File: config.mk
export PLATFORM = sky130hd
export DESIGN_NAME = cpu_sequencer
export DESIGN_NICKNAME = d
export VERILOG_FILES = /design/src/rtl/tinysoc_pkg.sv /design/src/rtl/nibble_packer.sv /design/src/rtl/cpu_sequencer.sv
export SDC_FILE = /design/constraint.sdc
export NUM_CORES = 1
export LEC_CHECK = 0
export ABC_AREA = 1
export ABC_CLOCK_PERIOD_IN_PS = 1900
export CAP_MARGIN = 20
export CELL_PAD_IN_SITES_DETAIL_PLACEMENT = 1
export CELL_PAD_IN_SITES_GLOBAL_PLACEMENT = 2
export CORE_ASPECT_RATIO = 1.1
export CORE_MARGIN = 1
export CORE_UTILIZATION = 30
export DETAILED_ROUTE_END_ITERATION = 10
export PLACE_DENSITY_LB_ADDON = 0.1
export SYNTH_ARGS = -nofsm -noshare
export SYNTH_HDL_FRONTEND = slang
export SYNTH_SLANG_ARGS = --single-unit
export TNS_END_PERCENT = 20
File: constraint.sdc
create_clock -name clk -period 1.9 [get_ports clk]
set_input_delay 0.19 -clock clk [delete_from_list [all_inputs] [get_ports clk]]
set_output_delay 0.19 -clock clk [all_outputs]
set_load 0.05 [all_outputs]
File: src/rtl/tinysoc_pkg.sv
// rtl/tinysoc_pkg.sv - shared encodings for the sequencer and nibble packer
package tinysoc_pkg;

    localparam int NIB_W = 4;

    // Sequencer state; bit 1 set means the CPU is enabled (RUN, STEP).
    typedef enum logic [1:0] {
        ST_LOAD = 2'b00,
        ST_HALT = 2'b01,
        ST_RUN  = 2'b10,
        ST_STEP = 2'b11
    } state_e;

    typedef enum logic [1:0] {
        CMD_RELOAD = 2'b00,
        CMD_RUN    = 2'b01,
        CMD_HALT   = 2'b10,
        CMD_STEP   = 2'b11
    } cmd_e;

endpackage

File: src/rtl/nibble_packer.sv
// rtl/nibble_packer.sv - packs accepted nibbles LSB-first into instruction words
//
// Ports:
//   clk, rst      clock, asynchronous active-high reset
//   clr_i         synchronous clear of the packing counter
//   accept_i      a nibble is accepted this cycle
//   nib_i         nibble data
//   word_valid_o  one-cycle pulse the cycle after the last nibble of a word
//   word_o        assembled word, stable while word_valid_o is high
module nibble_packer
    import tinysoc_pkg::*;
#(
    parameter int INSTR_WIDTH = 16
) (
    input  logic                   clk,
    input  logic                   rst,
    input  logic                   clr_i,
    input  logic                   accept_i,
    input  logic [NIB_W-1:0]       nib_i,
    output logic                   word_valid_o,
    output logic [INSTR_WIDTH-1:0] word_o
);

    localparam int NPW   = INSTR_WIDTH / NIB_W;
    localparam int CNT_W = (NPW > 1) ? $clog2(NPW) : 1;
    localparam logic [CNT_W-1:0] LAST_CNT = CNT_W'(NPW - 1);

    logic [CNT_W-1:0]       cnt_q;
    logic [INSTR_WIDTH-1:0] hold_q;
    logic [INSTR_WIDTH-1:0] assembled;
    logic                   word_valid_q;
    logic [INSTR_WIDTH-1:0] word_q;

    // The final nibble goes straight into the output word, so the holding
    // register is free to take the next word's first nibble during the write.
    always_comb begin
        assembled = hold_q;
        assembled[INSTR_WIDTH-1 -: NIB_W] = nib_i;
    end

    always_ff @(posedge clk or posedge rst) begin
        if (rst) begin
            cnt_q        <= '0;
            hold_q       <= '0;
            word_valid_q <= 1'b0;
            word_q       <= '0;
        end else begin
            word_valid_q <= 1'b0;
            if (clr_i) begin
                cnt_q <= '0;
            end else if (accept_i) begin
                for (int k = 0; k < NPW; k++) begin
                    if (cnt_q == CNT_W'(k)) begin
                        hold_q[k*NIB_W +: NIB_W] <= nib_i;
                    end
                end
                if (cnt_q == LAST_CNT) begin
                    cnt_q        <= '0;
                    word_valid_q <= 1'b1;
                    word_q       <= assembled;
                end else begin
                    cnt_q <= cnt_q + 1'b1;
                end
            end
        end
    end

    assign word_valid_o = word_valid_q;
    assign word_o       = word_q;

endmodule

File: src/rtl/cpu_sequencer.sv
// rtl/cpu_sequencer.sv - loads instruction memory from a nibble stream, then runs/halts/steps the CPU
//
// Ports:
//   clk, rst             clock, asynchronous active-high reset
//   nib_valid/nib_data   program nibble stream, nib_ready high only in LOAD
//   cmd_valid/cmd        RELOAD/RUN/HALT/STEP command
//   imem_wr/waddr/wdata  instruction-memory write port
//   cpu_en               CPU enable (RUN, STEP)
//   step_done            pulse in the first HALT cycle after a STEP
//   state                current sequencer state
module cpu_sequencer
    import tinysoc_pkg::*;
#(
    parameter int IMEM_DEPTH  = 8,
    parameter int INSTR_WIDTH = 16,
    parameter int AUTO_RUN    = 1
) (
    input  logic                          clk,
    input  logic                          rst,
    input  logic                          nib_valid,
    input  logic [3:0]                    nib_data,
    output logic                          nib_ready,
    input  logic                          cmd_valid,
    input  logic [1:0]                    cmd,
    output logic                          imem_wr,
    output logic [$clog2(IMEM_DEPTH)-1:0] imem_waddr,
    output logic [INSTR_WIDTH-1:0]        imem_wdata,
    output logic                          cpu_en,
    output logic                          step_done,
    output logic [1:0]                    state
);

    localparam int ADDR_W = $clog2(IMEM_DEPTH);
    localparam logic [ADDR_W-1:0] LAST_ADDR = ADDR_W'(IMEM_DEPTH - 1);
    localparam state_e LOAD_EXIT = (AUTO_RUN != 0) ? ST_RUN : ST_HALT;

    state_e            state_q;
    logic [ADDR_W-1:0] waddr_q;
    logic              step_done_q;
    logic              accept_w;
    logic              reload_w;
    cmd_e              cmd_w;

    assign cmd_w    = cmd_e'(cmd);
    assign accept_w = nib_valid && (state_q == ST_LOAD);
    assign reload_w = cmd_valid && (cmd_w == CMD_RELOAD) &&
                      ((state_q == ST_HALT) || (state_q == ST_RUN));

    nibble_packer #(
        .INSTR_WIDTH (INSTR_WIDTH)
    ) u_packer (
        .clk          (clk),
        .rst          (rst),
        .clr_i        (reload_w),
        .accept_i     (accept_w),
        .nib_i        (nib_data),
        .word_valid_o (imem_wr),
        .word_o       (imem_wdata)
    );

    always_ff @(posedge clk or posedge rst) begin
        if (rst) begin
            state_q     <= ST_LOAD;
            waddr_q     <= '0;
            step_done_q <= 1'b0;
        end else begin
            step_done_q <= (state_q == ST_STEP);
            case (state_q)
                // Commands are not looked at here, including during the final write.
                ST_LOAD: begin
                    if (imem_wr) begin
                        if (waddr_q == LAST_ADDR) begin
                            waddr_q <= '0;
                            state_q <= LOAD_EXIT;
                        end else begin
                            waddr_q <= waddr_q + 1'b1;
                        end
                    end
                end
                ST_HALT: begin
                    if (cmd_valid) begin
                        case (cmd_w)
                            CMD_RUN:    state_q <= ST_RUN;
                            CMD_STEP:   state_q <= ST_STEP;
                            CMD_RELOAD: begin
                                state_q <= ST_LOAD;
                                waddr_q <= '0;
                            end
                            default:    state_q <= ST_HALT;
                        endcase
                    end
                end
                ST_RUN: begin
                    if (cmd_valid) begin
                        case (cmd_w)
                            CMD_HALT:   state_q <= ST_HALT;
                            CMD_RELOAD: begin
                                state_q <= ST_LOAD;
                                waddr_q <= '0;
                            end
                            default:    state_q <= ST_RUN;
                        endcase
                    end
                end
                default: state_q <= ST_HALT;
            endcase
        end
    end

    assign state      = state_q;
    assign imem_waddr = waddr_q;
    assign nib_ready  = (state_q == ST_LOAD);
    assign cpu_en     = state_q[1];
    assign step_done  = step_done_q;

endmodule

Word level (Yosys, flattened, before mapping)
Cells that the tools add are included.
W data, S select, Z words.

storage, ports and cells
  register bits after elaboration = 37

cells by class
  $add $sub $neg = 2
  equality and inequality tests = 16
  multiplexer cells = 18
  bitwise operators = 1
  reductions and logical operators = 16

operator list
  operator               number
  $mux W2                7
  $eq A2 B2 Y1 const B   6
  $mux W3                4
  $pmux W2 S3            2
  $reduce_and A3 Y1      4
  $ne A2 B1 Y1 const B   4
  $reduce_and A4 Y1      2
  $eq A2 B1 Y1 const B   3
  $logic_not A2 Y1       3
  $pmux W3 S2            1
  $ne A2 B2 Y1 const B   2
  $pmux W2 S2            1
  $reduce_bool A2 Y1     2
  $add A3 B1 Y3 const B  1
  $eq A3 B3 Y1 const B   1
  $logic_and A1 B1 Y1    3
  $mux W1                3
  $add A2 B1 Y2 const B  1
  $reduce_or A2 Y1       1
  $logic_or A1 B1 Y1     1
  $not A1 Y1             1

Longest topological paths before layout
  word-level depth = 5
  mapped depth = 9

Modules after synthesis
A second synthesis with hierarchy kept.

second synthesis, totals
  cells, all modules = 208
  area total of the unflattened synthesis = 1841.8 um^2

modules (own cells, without submodules)
  module         times used  cells an instance  area each (um^2)  seq. area each (um^2)
  nibble_packer  1           148                1393.8            775.7
  cpu_sequencer  1           60                 447.9             150.1

Least setup slack after synthesis
No wires, ideal clock.

  path kind = flip-flop to flip-flop
  from = register state_q[1], in the netlist state[1]
  to = register u_packer.word_q[10], in the netlist u_packer.word_o[10]
  arrival = 1901 ps
  required time = 1784 ps
  path slack = -117 ps
  stages on the path, launching flop included = 9
  path buffers = 1
  period minus slack after synthesis = 2017 ps
  cells stage by stage = dfrtp_1 -> inv_1 -> ha_1 -> nand2_2 -> nor2_2 -> nand2_4 -> buf_6 -> nand2_1 -> nand2_2

RTL lines
  what                         RTL line             source
  start, declared              cpu_sequencer.sv:37  state_e state_q;
  start signal, assigned       cpu_sequencer.sv:63  state_q <= ST_LOAD;
  start signal, assigned       cpu_sequencer.sv:74  state_q <= LOAD_EXIT;
  start signal, assigned       cpu_sequencer.sv:83  CMD_RUN: state_q <= ST_RUN;
  $logic_not A2 Y1             n/a
  net nib_ready                cpu_sequencer.sv:22  output logic nib_ready,
  $logic_and A1 B1 Y1          cpu_sequencer.sv:45  assign accept_w = nib_valid && (state_q == ST_LOAD);
  $reduce_and A3 Y1 (no line)  n/a
  end signal, assigned         nibble_packer.sv:60  word_q <= assembled;
  end, declared                nibble_packer.sv:32  logic [INSTR_WIDTH-1:0] word_q;

The timed path passes the listed nets, and every way through them passes these cells.
A chain may end at the register's enable or synchronous reset.

Worst setup path in the final report
  from = register state_q[1], in the netlist state[1]
  to = output state[1]

RTL lines
  what           RTL line             source
  end, declared  cpu_sequencer.sv:30  output logic [1:0] state

No word-level cell between the ends.

==> run metrics <==
outcome=finished, final reports clean; first-pass GRT wire length=~7.0 mm; Power Total=4.01 mW; CP max FO=6; CTS Root Cell=clkbuf_8; Yosys warnings=0; Worst Setup Slack post-DPL=about 160 ps; Area Overhead vs Synth=26.3%; die height=83.5 um; internal power=approximately 2.1 mW; filler instances=just under 700; Reg-to-Reg End=u_packer.hold_q[5]; input/output buffers=34; final instance area=between 2000 and 2500 um^2; worst path required time=1710 ps; Syn Nets=between 200 and 250; switch share=47.7%; GRT Total Usage=14.1%; HPWL after DPL=slightly above 3 mm; gpl congestion=0.759; Slew @ Worst Pin=between 500 and 600 ps; CTS max path bufs=2; Crit. End Element=output pin; post-route clock period utilization=92.5%; combinational power share=between 50% and 60%; Setup crit start kind=flop; crit path DAT=between 1500 and 2000 ps; Setup CP Type=flop to output pin; Leakage=around 1.1 nW; clock slew at reported path FFs=70 ps; Worst Path Buf+Inv=1; startpoint of the worst register-to-register path=state[1]; Reg2Reg Depth=7; CTS HTree Levels=2; initial DRC count=38; # setup viols final=0; main combinational cell family by area after synthesis=simple AND/OR/NAND/NOR gates; adder-cell share of the synthesized area=6.92%; Synth cell types=21; number of hold buffers added after cts=0; XOR/XNOR Fraction of Synth Area=0%; Die W=~76 um; # DRC=0; Syn Area/Cell=9.00 um^2; share of layout cells above drive strength 1=between 10% and 20%; RSZ-0062 raised after global routing=false; Final Critical Period=around 1800 ps; Core Footprint=~5800 um^2; Via-to-Cell Ratio=4.56; slowest cell on the critical path=clkdlybuf4s50_1; Initial Util=between 30% and 40%; Cell Area, Placed=2190 um^2; max-cap violations=0; register area share after synthesis=slightly above 50%; CP max stage delay=between 800 and 900 ps; dpl cells=between 300 and 400; setup_tns=0 ps; Crit path max-delay family=buffers and inverters; Slew HR=66.2%; Clk network pwr share=13.7%; sequential share of power=roughly a third; pwr dens=~1800 nW/um^2; hold_ws=328 ps; antenna violations before repair=0; largest net degree at the start of global routing=38; worst path cell trace=clkdlybuf4s50_1; total CTS buffers=5; post-synthesis register bit count=37; Wirelength per Cell=approximately 13 um; Simple-Gate Fraction of Synth Area=between 30% and 40%; setup slack after layout=around 140 ps; CTS tree=built; Setup Skew=between 5 and 6 ps; FP Rows=29; Syn Inst Count=between 200 and 250; synthesized area=~1800 um^2; most frequent cells in the layout=76 x nand2_1, 37 x dfrtp_1, 33 x clkdlybuf4s50_1; Skew-Pair Late Insertion Delay=around 280 ps; die area=roughly 6300 um^2; HP Class=input pin to async pin; Core Util, Final=between 30% and 40%; Max Slew Vio Count=0; Compound-Gate Fraction of Synth Area=0.277%; Worst R2R Setup Slack=220 ps; maximum clock rate=approximately 0.57 GHz; CTS Sinks=37; non-filler cells, final=315; commonest non-fill, non-tap cell in the layout=nand2_1; remaining antenna violation count=0; Final Hold Fails=0; worst ir drop on vdd=approximately 0.70 mV; mux contribution to synthesized area=0%; vias in the first global route=around 1500; Detailed Routing Iterations Pass 1=3; IO Count=35; DR vias=1435; final net count=258; WL final=between 4 and 5 mm; Psw=1.91 mW; # diodes=0; GRT overflow=0
==> sequential cells by signal, indices dropped and copies added, names as in the netlist <==
register	flops
u_packer.word_o	16
u_packer.hold_q	12
imem_waddr	3
state	2
u_packer.cnt_q	2
step_done	1
u_packer.word_valid_o	1
==> power by group through the flow <==
stage	Sequential (mW)	Combinational, mW	Clock [mW]
after detailed placement	1.36	2.14	0
after global routing	1.39	2.32	0.599
after floorplan	1.95	0.906	0
final	1.34	2.12	0.549
after global placement	1.34	2.10	0
after CTS	1.35	2.15	0.577
==> synth_stat cells, drive strengths merged <==
library cell | n | share of area, %
a21oi | 1 | 0.28
buf | 6 | 3.7
clkinv | 1 | 0.21
dfrtp | 37 | 51
ha | 10 | 6.9
inv | 14 | 3.2
nand2 | 96 | 23
nand3 | 12 | 4.0
nand3b | 1 | 0.42
nand4 | 13 | 4.5
nor2 | 9 | 2.4
nor3 | 1 | 0.28
==> final cells by class <==
cell class	count	area (um^2)	area share, %
Timing Repair Buffer	36	353	15.4
Tap cell	77	96.3	4.22
Clock buffer	7	86.3	3.78
Inverter	15	65.1	2.85
Multi-Input combinational cell	143	758	33.2
Sequential cell	37	926	40.5
==> timing repair <==
| item | 4_1_cts | 5_1_grt |
|---|---|---|
| hold endpoints to repair | 0 | 0 |
| buffers inserted | 0 | 0 |
| gates resized for setup | 0 | 1 |
| endpoints found under the setup margin | 0 | 11 |
==> logic make-up (layout without fill, tap and decap cells) <==
group                      after synthesis  count (layout)
and+or+nand+nor                        132             132
buffers and inverters                   21              58
DFF                                     37              37
AOI/OAI and AO/OA                        1               1
adders and majority gates               10              10
==> worst max path at each step <==
| stage | slack, ps | startpoint | endpoint | cells after the start |
|---|---|---|---|---|
| final | 140 | state[1] | state[1] | 1 |
| after CTS | 120 | state[1] | state[1] | 1 |
| after floorplan | 50 | state[1] | u_packer.hold_q[4] | 7 |
| after global placement | 280 | state[0] | u_packer.hold_q[8] | 7 |
| after detailed placement | 160 | state[1] | u_packer.hold_q[5] | 7 |
| after global routing | 30 | state[1] | u_packer.hold_q[8] | 7 |
==> layer usage <==
layer  up-vias  global-route usage [%]  share of wire [%]
li1        708                       -                  -
met1       699                    16.7                 43
met2        22                    25.1                 52
met3         6                    2.84                3.4
met4         0                    5.24                1.5
met5         -                       0                  0
Note: power is estimated with default switching activity, not from simulation.
